--- config.mk ---
export PLATFORM = sky130hd
export DESIGN_NAME = system_bus
export DESIGN_NICKNAME = d
export VERILOG_FILES = /design/src/rtl/bus_pkg.sv /design/src/rtl/bus_mux.sv /design/src/rtl/region_decode.sv /design/src/rtl/system_bus.sv
export SDC_FILE = /design/constraint.sdc
export NUM_CORES = 1
export LEC_CHECK = 0
export ABC_AREA = 1
export BUFFER_PORTS_ARGS = -buffer_cell sky130_fd_sc_hd__buf_4
export CAP_MARGIN = 20
export CORE_MARGIN = 3
export CORE_UTILIZATION = 47
export DETAILED_ROUTE_END_ITERATION = 8
export HOLD_SLACK_MARGIN = 0.02
export PLACE_DENSITY_LB_ADDON = 0.12
export SYNTH_ARGS = -nofsm -noshare
export SYNTH_HDL_FRONTEND = slang
export SYNTH_SLANG_ARGS = --single-unit
--- constraint.sdc ---
create_clock -name I_clock -period 2.15 [get_ports I_clock]
set_clock_uncertainty 0.2 [all_clocks]
set_input_delay 0.3225 -clock I_clock [delete_from_list [all_inputs] [get_ports I_clock]]
set_output_delay 0.3225 -clock I_clock [all_outputs]
set_load 0.02 [all_outputs]
--- src/rtl/bus_pkg.sv ---
// Shared types and default constants for the system bus and its DMA engine.
package bus_pkg;

    typedef enum logic [1:0] {
        ST_IDLE  = 2'd0,
        ST_ALIGN = 2'd1,
        ST_READ  = 2'd2,
        ST_WRITE = 2'd3
    } dma_state_e;

    // Region -> slave map, entry 0 rightmost, 2 bits per entry: {2,2,2,2,2,2,1,0}
    localparam logic [15:0] C_region_map_default  = 16'hAAA4;
    localparam logic [15:0] C_dma_trigger_default = 16'h4014;
    localparam logic [15:0] C_dma_target_default  = 16'h2004;
    localparam int unsigned C_dma_length_default  = 256;

    // Index width that never collapses to zero bits
    function automatic int unsigned clog2_min1(input int unsigned value);
        return (value > 1) ? $clog2(value) : 1;
    endfunction

endpackage

--- src/rtl/bus_mux.sv ---
// Selects one slave's read data; zero when the selection is not a real slave.
module bus_mux #(
    parameter int unsigned P_width     = 8,
    parameter int unsigned P_count     = 3,
    parameter int unsigned P_sel_width = 2
) (
    input  logic [P_width-1:0]     data [P_count],
    input  logic [P_sel_width-1:0] sel,
    input  logic                   valid,
    output logic [P_width-1:0]     out_c
);

    // Compare-and-pick avoids indexing past the array end
    always_comb begin
        out_c = '0;
        for (int i = 0; i < int'(P_count); i++) begin
            if (valid && (sel == P_sel_width'(i))) begin
                out_c = data[i];
            end
        end
    end

endmodule

--- src/rtl/region_decode.sv ---
// Maps the top address bits to a slave index and a one-hot strobe mask.
module region_decode
    import bus_pkg::*;
#(
    parameter int unsigned P_addr_width   = 16,
    parameter int unsigned P_select_width = 3,
    parameter int unsigned P_slaves       = 3,
    parameter int unsigned P_idx_width    = 2,
    parameter logic [(2**P_select_width)*P_idx_width-1:0] P_region_map = C_region_map_default
) (
    input  logic [P_addr_width-1:0] addr,
    output logic [P_idx_width-1:0]  slave_c,
    output logic                    valid_c,
    output logic [P_slaves-1:0]     onehot_c
);

    logic [P_select_width-1:0] region;

    // Table lookup; indices past the last slave decode to nothing
    always_comb begin
        region   = addr[P_addr_width-1 -: P_select_width];
        slave_c  = P_region_map[32'(region) * P_idx_width +: P_idx_width];
        valid_c  = (32'(slave_c) < P_slaves);
        onehot_c = '0;
        for (int i = 0; i < int'(P_slaves); i++) begin
            if (valid_c && (slave_c == P_idx_width'(i))) begin
                onehot_c[i] = 1'b1;
            end
        end
    end

endmodule

--- src/rtl/system_bus.sv ---
// Host-to-slave address decoder with a page-copy DMA engine that steals the bus.
module system_bus
    import bus_pkg::*;
#(
    parameter int unsigned P_addr_width   = 16,
    parameter int unsigned P_data_width   = 8,
    parameter int unsigned P_select_width = 3,
    parameter int unsigned P_slaves       = 3,
    parameter logic [(2**P_select_width)*clog2_min1(P_slaves)-1:0] P_region_map = C_region_map_default,
    parameter logic [P_addr_width-1:0] P_dma_trigger = C_dma_trigger_default,
    parameter logic [P_addr_width-1:0] P_dma_target  = C_dma_target_default,
    parameter int unsigned P_dma_length   = C_dma_length_default
) (
    input  logic                    I_clock,
    input  logic                    I_reset,
    input  logic                    I_tick,
    input  logic [P_addr_width-1:0] I_host_addr,
    input  logic                    I_host_wren,
    input  logic                    I_host_rden,
    input  logic [P_data_width-1:0] I_host_data,
    output logic [P_data_width-1:0] O_host_data,
    output logic                    O_host_ready,
    output logic [P_addr_width-1:0] O_bus_addr,
    output logic [P_data_width-1:0] O_bus_data,
    output logic [P_slaves-1:0]     O_bus_wren,
    output logic [P_slaves-1:0]     O_bus_rden,
    input  logic [P_data_width-1:0] I_bus_data [P_slaves],
    output logic                    O_dma_busy
);

    localparam int unsigned L_idx_w = clog2_min1(P_slaves);
    localparam int unsigned L_cnt_w = clog2_min1(P_dma_length);
    localparam logic [L_cnt_w-1:0] L_cnt_last = L_cnt_w'(P_dma_length - 1);

    dma_state_e              state;
    logic [P_data_width-1:0] page;
    logic [P_data_width-1:0] data_q;
    logic [L_cnt_w-1:0]      count;

    logic [P_addr_width-1:0] dma_addr_c;
    logic [L_idx_w-1:0]      host_idx, dma_idx, sel_idx;
    logic                    host_valid, dma_valid, sel_valid;
    logic [P_slaves-1:0]     host_onehot, dma_onehot;
    logic                    trigger_wr_c;

    region_decode #(
        .P_addr_width  (P_addr_width),
        .P_select_width(P_select_width),
        .P_slaves      (P_slaves),
        .P_idx_width   (L_idx_w),
        .P_region_map  (P_region_map)
    ) u_host_decode (
        .addr    (I_host_addr),
        .slave_c (host_idx),
        .valid_c (host_valid),
        .onehot_c(host_onehot)
    );

    region_decode #(
        .P_addr_width  (P_addr_width),
        .P_select_width(P_select_width),
        .P_slaves      (P_slaves),
        .P_idx_width   (L_idx_w),
        .P_region_map  (P_region_map)
    ) u_dma_decode (
        .addr    (dma_addr_c),
        .slave_c (dma_idx),
        .valid_c (dma_valid),
        .onehot_c(dma_onehot)
    );

    bus_mux #(
        .P_width    (P_data_width),
        .P_count    (P_slaves),
        .P_sel_width(L_idx_w)
    ) u_read_mux (
        .data (I_bus_data),
        .sel  (sel_idx),
        .valid(sel_valid),
        .out_c(O_host_data)
    );

    // DMA address: target during WRITE, otherwise {page, count}
    always_comb begin
        dma_addr_c   = P_addr_width'({page, 8'(count)});
        if (state == ST_WRITE) begin
            dma_addr_c = P_dma_target;
        end
        sel_idx      = O_dma_busy ? dma_idx : host_idx;
        sel_valid    = O_dma_busy ? dma_valid : host_valid;
        trigger_wr_c = I_host_wren && (I_host_addr == P_dma_trigger) && !O_dma_busy;
    end

    // Bus ownership: host pass-through when idle, DMA strobes only on ticks
    always_comb begin
        O_bus_addr = I_host_addr;
        O_bus_data = I_host_data;
        O_bus_wren = '0;
        O_bus_rden = '0;
        if (!O_dma_busy) begin
            if (I_host_wren) O_bus_wren = host_onehot;
            if (I_host_rden) O_bus_rden = host_onehot;
        end else begin
            O_bus_addr = dma_addr_c;
            O_bus_data = data_q;
            if (I_tick && (state == ST_READ))  O_bus_rden = dma_onehot;
            if (I_tick && (state == ST_WRITE)) O_bus_wren = dma_onehot;
        end
    end

    // DMA sequencer with registered ready/busy
    always_ff @(posedge I_clock or negedge I_reset) begin
        if (!I_reset) begin
            state        <= ST_IDLE;
            count        <= '0;
            page         <= '0;
            data_q       <= '0;
            O_host_ready <= 1'b1;
            O_dma_busy   <= 1'b0;
        end else begin
            if (trigger_wr_c) begin
                page <= I_host_data;
            end
            if (I_tick) begin
                case (state)
                    ST_IDLE: begin
                        if (trigger_wr_c) begin
                            state        <= ST_ALIGN;
                            O_host_ready <= 1'b0;
                            O_dma_busy   <= 1'b1;
                        end
                    end
                    ST_ALIGN: state <= ST_READ;
                    ST_READ: begin
                        data_q <= O_host_data;
                        state  <= ST_WRITE;
                    end
                    ST_WRITE: begin
                        if (count == L_cnt_last) begin
                            count        <= '0;
                            state        <= ST_IDLE;
                            O_host_ready <= 1'b1;
                            O_dma_busy   <= 1'b0;
                        end else begin
                            count <= count + 1'b1;
                            state <= ST_READ;
                        end
                    end
                    default: state <= ST_IDLE;
                endcase
            end
        end
    end

endmodule

==> results of run 1 <==
## layout by cell type, fill, tap and decap left out, drive strengths merged, types with 4 or more instances in the layout
cell type,netlist,final
nand2,110,111
nor2,20,20
nand3,21,21
dfrtp,27,27
inv,49,49
nand4,7,7
nor3,6,6
buf,4,105
o21ai,33,33
clkbuf,3,4
## flip-flops by register name (all words and copies together), names as in the netlist
signal and flops:
count 8, data_q 8, page 8, state 2
O_dma_busy 1, O_host_ready 1
## cells in the mapped netlist
cell,instances,area (um2)
a21boi_0,3,22.5
a21oi_1,3,15.0
a31oi_1,1,6.26
buf_1,1,3.75
buf_2,3,15.0
clkbuf_1,3,11.3
dfrtp_1,27,676
dfstp_2,1,26.3
ha_1,1,12.5
inv_1,46,173
inv_2,3,11.3
nand2_1,95,357
nand2_2,11,68.8
nand2_4,4,45.0
nand3_1,17,85.1
nand3_2,4,40.0
nand3b_1,3,22.5
nand4_1,7,43.8
nor2_1,17,63.8
nor2_4,2,22.5
nor2_8,1,20.0
nor3_1,4,20.0
nor3_2,1,10.0
nor3_4,1,16.3
o21ai_0,25,125
o21ai_1,6,30.0
o21ai_2,1,8.76
o21ai_4,1,16.3
o21bai_1,1,7.51
o22ai_1,3,18.8
o31ai_1,3,22.5
o32ai_1,1,8.76
xor2_1,2,17.5
## stage by stage
stage	setup TNS, ps	util (%)	hold slack, ps	power [mW]	instance area (um2)
3_3_place_gp	0	69.1	58.7	1.52	2830
5_1_grt	-516	73.6	127	2.00	3010
6_report	0	73.6	108	1.88	3010
3_5_place_dp	0	69.1	66.9	1.53	2830
4_1_cts	-14.0	71.0	106	1.84	2900
2_1_floorplan	0	-	-173	1.18	2040
## what timing repair did
| item | in CTS | in global routing |
|---|---|---|
| cloned | 0 | 1 |
| gates resized for setup | 3 | 21 |
| pin swaps | 0 | 7 |
| hold buffers | 1 | 0 |
| buffers inserted | 2 | 3 |
| setup endpoints to repair | 10 | 14 |
| hold endpoints to repair | 27 | 0 |
## cell type report
class | count | share of cell area, %
inverters | 49 | 6.11
flip-flops and latches | 28 | 23.4
well taps | 50 | 2.08
multi-input cells | 219 | 39.5
repair buffers | 106 | 27.4
clock buffers | 4 | 1.50
## routing by layer
layer,vias to the layer above,share of wire (%)
li1,1172,-
met1,1067,45
met5,-,0
met4,0,0.74
met3,5,7.1
met2,77,47
## power groups by stage
stage | sequential, mW | clock [mW] | combinational, mW
after floorplan | 0.689 | 0 | 0.490
after global placement | 0.702 | 0 | 0.819
after detailed placement | 0.707 | 0 | 0.826
after CTS | 0.697 | 0.299 | 0.841
after global routing | 0.711 | 0.321 | 0.968
final | 0.699 | 0.295 | 0.884
## critical path: stages (launching register included)
cell and delay [ps]:
dfrtp_1 440, inv_2 150, buf_4 230, nand2_1 150, o22ai_1 190, buf_4 170
## kinds of logic (layout without fill, tap and decap cells)
kind of cell    after synthesis  count (layout)  synth area share [%]
flops                        28              28                  34.4
simple gates                167             168                  39.9
compound gates               48              48                  13.8
fa+ha+maj                     1               1                 0.613
xor+xnor                      2               2                 0.858
buf+inv                      56             159                  10.5
## worst max path at each step
stage	slack [ps]	from	cells past startpoint	endpoint
final	30	O_dma_busy	5	O_bus_rden[2]
after global routing	-60	state[0]	10	O_host_data[0]
after CTS	-10	O_dma_busy	6	O_host_data[4]
after detailed placement	230	state[0]	8	O_host_data[4]
after global placement	250	I_tick	7	O_bus_rden[1]
after floorplan	10	O_dma_busy	6	O_host_data[4]
==> impl_results.md, run 1 <==
- Status: completed
- R2R Setup Slk: 240 ps
- Global-route wire length before repair: 9.92 mm
- Slew HR: 74.9%
- Worst setup margin: 28.5 ps
- Worst-path clk slew: 100 ps
- Sequential power share: 37.2%
- Maximum buffer depth of the clock tree: 2
- Initial core utilization: 50.0%
- Synth warnings: 0
- Fillers: 364
- GRT met1 Usage: 34.2%
- Post-Syn Instances: 302
- Met2 GRT Util: 38.2%
- Number of remaining DRC errors: 0
- Number of nets in the layout: 461
- CTS tree: yes
- Vias in the first global route: 2171
- Peak fanout along the critical path: 13
- Initial antenna violation count: 0
- Slew @ Worst Pin: 376 ps
- Die width: 71.9 um
- Placed insts: 445
- CTS H-tree depth: 1
- Clock root buffer: clkbuf_8
- Number of distinct library cells after synthesis: 33
- Crit. End Element: output pin
- Mean Syn Cell Area: 6.76 um2
- Max IR drop VDD: 0.000326 V
- Worst min path class: input port to flip-flop
- Switch Pwr: 742 uW
- Max Cap Viol: 0
- Fin cells: 456
- Drt first pass iters: 4
- Multi-input gate area: 0.00119 mm2
- Power density cells: 624 mW/mm2
- Worst Path Arrival: 1600 ps
- Place WS: 233 ps
- Row cnt: 23
- Syn-to-layout area delta: 47.4%
- Slew Viols, Final: 0
- Hold Path Stages: 3
- R2r startpoint: O_dma_busy
- N_diodes: 0
- Final setup violation count: 0
- Share of cells above drive strength 1: 36.5%
- WP data required: 1630 ps
- CTS Sinks: 28
- Final Critical Period: 2120 ps
- Post-route ant nets: 0
- DRT iter0 DRCs: 95
- Fin. Hold Viols: 0
- Static leakage: 1.62 nW
- Critical R2R Capture: page[4]
- R2r worst-path depth: 6
- Post-DP HPWL: 4.75 mm
- Sw Share: 39.5%
- Worst setup path class: flip-flop to output pin
- Port Buffer Count: 92
- Unrepaired setup endpoints after global routing: true
- Routed WL per cell: 13.5 um
- Sequential Area: 704 um2
- Netlist area before placement: 0.00204 mm2
- Hold path startpoint: I_host_data[2]
- #FFs+latches synth: 28
- Total I/O pin count: 93
- Internal power: 1.14 mW
- Die area: 0.00517 mm2
- Total GRT Usage: 23.7%
- Vias per inst: 5.09
- Sequential fraction of the synthesis area: 34.4%
- Die height: 71.9 um
- Startpoint Class: flip-flop
- Pin count of the biggest net entering global routing: 29
- Syn nets: 356
- Clk pwr share: 15.7%
- Gr busiest metal: met2
- Worst Hold End: page[2]
- Comb power frac: 47.1%
- Routed wire length: 6.18 mm
- Core area: 0.00409 mm2
- Clock Latency Late Sink: 270 ps
- Period utilization: 98.7%
- Via count: 2321
- RD Place Congestion: 0.867
- F_max: 471 MHz
- GRT Residual Overflow: 0
- GR Util met3: 2.77%
- CTS buffer count: 3
(Power assumes the default switching activity.)
==> run 2: changes to the inputs <==
--- a/config.mk
+++ b/config.mk
@@ -12,7 +12,8 @@
 export CORE_UTILIZATION = 47
 export DETAILED_ROUTE_END_ITERATION = 8
 export HOLD_SLACK_MARGIN = 0.02
-export PLACE_DENSITY_LB_ADDON = 0.12
+export PLACE_DENSITY = 0.8
+export SLEW_MARGIN = 25
 export SYNTH_ARGS = -nofsm -noshare
 export SYNTH_HDL_FRONTEND = slang
 export SYNTH_SLANG_ARGS = --single-unit
==> run 2 against run 1 <==
Effect of this change:
- the flow now finishes with violations (setup timing)
- die area did not move
- setup slack worse by 57 ps
- clock power grew 12%
- register-to-register slack got worse by 110 ps
- critical path type unchanged
- critical endpoint is now O_bus_rden[1]
- highest routed layer unchanged
==> impl_results.md, run 2 (synthesis gave the netlist of run 1 again) <==
- Failing checks: setup timing
- Power density cells: 636 mW/mm2 (+1.9%)
- CTS buffer count: 3 (unchanged)
- Vias per inst: 5.16 (+1.4%)
- Sequential power share: 35.8% (-1.4 points)
- Routed WL per cell: 14.9 um (+9.7%)
- Fin. Hold Viols: 0 (unchanged)
- Slew @ Worst Pin: 365 ps (-11.1 ps)
- Port Buffer Count: 92 (unchanged)
- Unrepaired setup endpoints after global routing: true
- Worst min path class: input port to flip-flop
- Initial antenna violation count: 0 (unchanged)
- CTS Sinks: 28 (unchanged)
- Total GRT Usage: 24.9% (+1.2 points)
- Slew HR: 75.6% (+0.74 points)
- Clock root buffer: clkbuf_8
- Clk pwr share: 16.8% (+1.1 points)
- Max IR drop VDD: 0.000366 V (+12%)
- Post-DP HPWL: 4.86 mm (+2.3%)
- Row cnt: 23 (unchanged)
- Maximum buffer depth of the clock tree: 2 (unchanged)
- Final setup violation count: 3 (+3)
- Share of cells above drive strength 1: 37.3% (+0.86 points)
- Via count: 2373 (+2.2%)
- Setup crit end: O_bus_rden[1]
- Fin Setup TNS: -45.2 ps (-45.2 ps)
- CTS tree: yes
- Internal power: 1.19 mW (+4.6%)
- Switch Pwr: 777 uW (+4.7%)
- Overall Power: 1.97 mW (+4.7%)
- Largest regs: count (8), data_q (8), page (8)
- Vias in the first global route: 2162 (-0.41%)
- Initial core utilization: 50.0% (unchanged)
- N_diodes: 0 (unchanged)
- Final Util: 75.7% (+2.0 points)
- Pin count of the biggest net entering global routing: 29 (unchanged)
- Startpoint Class: flip-flop
- Worst-path clk slew: 100 ps (about the same)
- Die area: 0.00517 mm2 (unchanged)
- Static leakage: 1.67 nW (+3.1%)
- Die width: 71.9 um (unchanged)
- Period utilization: 101% (+2.7 points)
- Critical R2R Capture: count[7]
- Sw Share: 39.6% (about the same)
- Global-route wire length before repair: 10.3 mm (+3.4%)
- Total I/O pin count: 93 (unchanged)
- Max Cap Viol: 0 (unchanged)
- Worst setup margin: -28.7 ps (-57.1 ps)
- Status: finished with violations
- DRT iter0 DRCs: 198 (+110%)
- WP data required: 1630 ps (about the same)
- Worst Path Arrival: 1660 ps (+60 ps)
- Drt first pass iters: 4 (unchanged)
- GRT Residual Overflow: 0 (unchanged)
- Crit path launch: state[0]
- Clock Latency Late Sink: 280 ps (about the same)
- Die height: 71.9 um (unchanged)
- Worst setup path class: flip-flop to output pin
- Peak fanout along the critical path: 9 (-4)
- Slew Viols, Final: 0 (unchanged)
- Most common cell after layout, fill and taps aside: buf_4
- Crit. End Element: output pin
- Core area: 0.00409 mm2 (unchanged)
- Most frequent cells in the layout: 102 x buf_4, 94 x nand2_1, 44 x inv_1
- Number of nets in the layout: 465 (+0.87%)
- CTS H-tree depth: 1 (unchanged)
- Syn-to-layout area delta: 51.4%
- Fillers: 320 (-12%)
- Post-route ant nets: 0 (unchanged)
- F_max: 459 MHz (-2.6%)
- Comb power frac: 47.4% (+0.3 points)
- Final Critical Period: 2180 ps (+57.1 ps)
- Routed wire length: 6.83 mm (+11%)
- R2r worst-path depth: 10 (+4)
- Number of remaining DRC errors: 0 (unchanged)
- R2r startpoint: state[1]
- R2R Setup Slk: 130 ps (-110 ps)
- RD Place Congestion: 0.874 (+0.84%)
[run 2: worst min path at each step]
stage                   startpoint         end  slack [ps]  depth (start not counted)
detailed placement         I_reset    count[6]          70                          1
finish              I_host_data[5]     page[5]         100                          3
floorplan                  I_reset  O_dma_busy        -170                          0
CTS                 I_host_data[5]     page[5]         100                          3
global route        I_host_data[5]     page[5]         120                          3
global placement           I_reset    count[0]          60                          1
[run 2: per-stage QoR]
stage	hold WS [ps]	cell area (um2)	std cells	setup slack (ps)
finish	103	3090	460	-28.7
global route	118	3090	460	-88.5
CTS	102	2960	453	5.70
detailed placement	67.6	2820	444	145
global placement	64.3	2820	444	214
floorplan	-173	2040	302	12.0
[run 2: layout make-up]
type	instances	area, um2	area share [%]
inverters	49	186	6.03
well taps	50	62.6	2.02
clock buffers	4	55.1	1.78
repair buffers	110	863	27.9
flip-flops and latches	28	704	22.8
multi-input cells	219	1220	39.5
[run 2: layer usage]
layer | vias to the layer above | global-route usage, % | part of all wire [%]
li1 | 1175 | - | -
met1 | 1080 | 35.3 | 41
met2 | 112 | 40.5 | 50
met3 | 6 | 3.74 | 8.2
met4 | 0 | 5.43 | 1.0
met5 | - | 0 | 0
[run 2: power by group through the flow]
stage               Combinational (mW)  Sequential [mW]  Clock [mW]
detailed placement               0.833            0.709           0
global placement                 0.819            0.706           0
floorplan                        0.490            0.689           0
global route                      1.01            0.714       0.351
CTS                              0.876            0.699       0.337
finish                           0.931            0.704       0.331
[run 2: critical path, stage by stage, from the launching register on]
cell	delay (ps)
dfrtp_2	450
buf_12	140
nor3_4	200
buf_6	140
inv_2	90
o22ai_1	180
buf_4	180
[run 2: repair_timing]
action	in CTS	in global routing
resized for setup	11	18
endpoints found under the setup margin	11	13
buffers inserted	3	7
pin swaps	4	8
gates cloned	1	0
endpoints found under the hold margin	27	0
hold buffers	1	0
==> run 3: changes to the inputs <==
--- a/config.mk
+++ b/config.mk
@@ -8,7 +8,6 @@
 export ABC_AREA = 1
 export BUFFER_PORTS_ARGS = -buffer_cell sky130_fd_sc_hd__buf_4
 export CAP_MARGIN = 20
-export CORE_MARGIN = 3
 export CORE_UTILIZATION = 47
 export DETAILED_ROUTE_END_ITERATION = 8
 export HOLD_SLACK_MARGIN = 0.02
==> run 3 against run 2 <==
Effect of this change:
- the flow still finishes with violations (setup timing)
- power rose by 3.4%
- sequential power barely moved
- combinational power fell by 2.8%
- die area fell by 11%
- utilization fell by 1.0 points
- register-to-register slack improved by 130 ps
- maximum frequency rose by 1.0%
- critical path depth rose by 2
- design area fell by 1.4%
- sequential share of layout area rose by 0.28 points
- largest cell class unchanged
==> impl_results.md, run 3 (synthesis gave the netlist of run 1 again) <==
- Final Critical Period: 2160 ps (-22.2 ps)
- Total I/O pin count: 93 (unchanged)
- WP data required: 1630 ps (about the same)
- Die width: 67.9 um (-5.6%)
- Initial antenna violation count: 0 (unchanged)
- Most common cell after layout, fill and taps aside: buf_4
- Syn-to-layout area delta: 49.3%
- Post-route ant nets: 0 (unchanged)
- Fin. Hold Viols: 0 (unchanged)
- Met2 routed WL: 3.22 mm (-5.9%)
- Worst setup margin: -6.44 ps (+22.2 ps)
- Number of nets in the layout: 460 (-1.1%)
- Period utilization: 100% (-1.0 points)
- Routed WL per cell: 13.9 um (-6.4%)
- Crit. End Element: output pin
- Clock Latency Late Sink: 280 ps (about the same)
- M1 WL: 2.61 mm (-6.2%)
- Static leakage: 1.64 nW (-2.0%)
- Final setup violation count: 3 (unchanged)
- N_diodes: 0 (unchanged)
- Met3 wire len: 422 um (-24%)
- CTS Sinks: 28 (unchanged)
- Core area: 0.00409 mm2 (unchanged)
- Worst-path clk slew: 100 ps (about the same)
- Fillers: 341 (+6.6%)
- Max IR drop VDD: 0.000509 V (+39%)
- Largest regs: count (8), data_q (8), page (8)
- Maximum buffer depth of the clock tree: 2 (unchanged)
- Most frequent cells in the layout: 98 x buf_4, 92 x nand2_1, 45 x inv_1
- Post-DP HPWL: 4.67 mm (-3.8%)
- Pin count of the biggest net entering global routing: 34 (+17%)
- DRT iter0 DRCs: 152 (-23%)
- Startpoint Class: flip-flop
- GRT Residual Overflow: 0 (unchanged)
- CTS buffer count: 3 (unchanged)
- Power density cells: 666 mW/mm2 (+4.8%)
- CTS tree: yes
- Vias in the first global route: 2086 (-3.5%)
- Peak fanout along the critical path: 9 (unchanged)
- Status: finished with violations
- Global-route wire length before repair: 9.55 mm (-6.9%)
- Clock root buffer: clkbuf_8
- Max Cap Viol: 0 (unchanged)
- Highest routed layer: met4
- Unrepaired setup endpoints after global routing: true
- Die height: 67.9 um (-5.6%)
- Routed wire length: 6.33 mm (-7.4%)
- Drt first pass iters: 4 (unchanged)
- Port Buffer Count: 92 (unchanged)
- Worst min path class: input port to flip-flop
- Vias per inst: 5.26 (+2.0%)
- Share of cells above drive strength 1: 37.0% (-0.28 points)
- Worst Path Arrival: 1630 ps (-30 ps)
- Failing checks: setup timing
- Total GRT Usage: 28.0% (+3.1 points)
- Number of remaining DRC errors: 0 (unchanged)
- RD Place Congestion: 0.934 (+6.9%)
- Row cnt: 23 (unchanged)
- Slew @ Worst Pin: 357 ps (-8.40 ps)
- Initial core utilization: 50.0% (unchanged)
- Worst setup path class: flip-flop to output pin
- Slew Viols, Final: 0 (unchanged)
- Overall Power: 2.03 mW (+3.4%)
- Via count: 2393 (+0.84%)
- Slew HR: 76.2% (+0.56 points)
- F_max: 464 MHz (+1.0%)
- CTS H-tree depth: 1 (unchanged)
- Fin Setup TNS: -15.7 ps (+29.5 ps)
- Die area: 0.00461 mm2 (-11%)
-- run 3: cell count changes in the layout (fill, tap and decap cells not counted), moves of 2 or more --
cell | previous run | this run
nand2_4 | 7 | 5
inv_2 | 4 | 2
nand2_2 | 8 | 13
nand2_1 | 94 | 92
buf_4 | 102 | 98
-- run 3: what timing repair did --
action,CTS,global route
hold buffers,1,0
setup endpoints to repair,11,13
hold endpoints to repair,27,0
setup buffers,1,5
gates cloned,1,0
gates resized for setup,7,21
pin swaps,2,10
-- run 3: through the flow --
| step | area (um2) | std cells | hold slack (ps) | setup slack (ps) | util (%) |
|---|---|---|---|---|---|
| 2_1_floorplan | 2040 | 302 | -173 | 12.0 | - |
| 3_3_place_gp | 2810 | 443 | 58.9 | 302 | 68.8 |
| 3_5_place_dp | 2810 | 443 | 55.8 | 208 | 68.8 |
| 4_1_cts | 2920 | 450 | 95.6 | -3.35 | 71.6 |
| 5_1_grt | 3050 | 455 | 115 | -77.1 | 74.6 |
| 6_report | 3050 | 455 | 93.9 | -6.44 | 74.6 |
-- run 3: worst paths after layout --
| check | slack, ps | to | depth (start not counted) | from |
|---|---|---|---|---|
| min | 90 | page[5] | 3 | I_host_data[5] |
| max | -6 | O_host_data[4] | 8 | state[1] |
| max reg2reg | 260 | count[7] | 9 | state[1] |
| min in group asynchronous | 270 | count[1] | 2 | I_reset |
| max in group asynchronous | 1150 | O_host_ready | 2 | I_reset |
| min reg2reg | 290 | data_q[0] | 2 | data_q[0] |
-- run 3: where the power goes --
group | internal [mW] | switching [mW]
sequential | 0.621 | 0.0818
combinational | 0.384 | 0.521
clock | 0.250 | 0.174
total | 1.25 | 0.777
-- run 3: cell type report --
| class | count | area [um2] | area share (%) |
|---|---|---|---|
| Multi-Input combinational cell | 219 | 1210 | 39.7 |
| Timing Repair Buffer | 105 | 813 | 26.7 |
| Sequential cell | 28 | 703 | 23.1 |
| Inverter | 49 | 189 | 6.20 |
| Tap cell | 50 | 62.6 | 2.05 |
| Clock buffer | 3 | 41.3 | 1.35 |
| Clock inverter | 1 | 30.0 | 0.985 |
-- run 3: worst max-delay path, stage by stage, from the launching register on --
cell      delay, ps
dfrtp_1         450
nand2_4         160
nand2_2          90
nand2_2         100
nand2_4          80
nand2_8         100
nand2_1          70
a21boi_2        150
buf_4           150
-- run 3: routing by layer --
layer | up-vias | GRT usage, %
li1 | 1171 | -
met1 | 1122 | 35.7
met2 | 91 | 48.6
met3 | 9 | 4.67
met4 | 0 | 7.29
met5 | - | 0
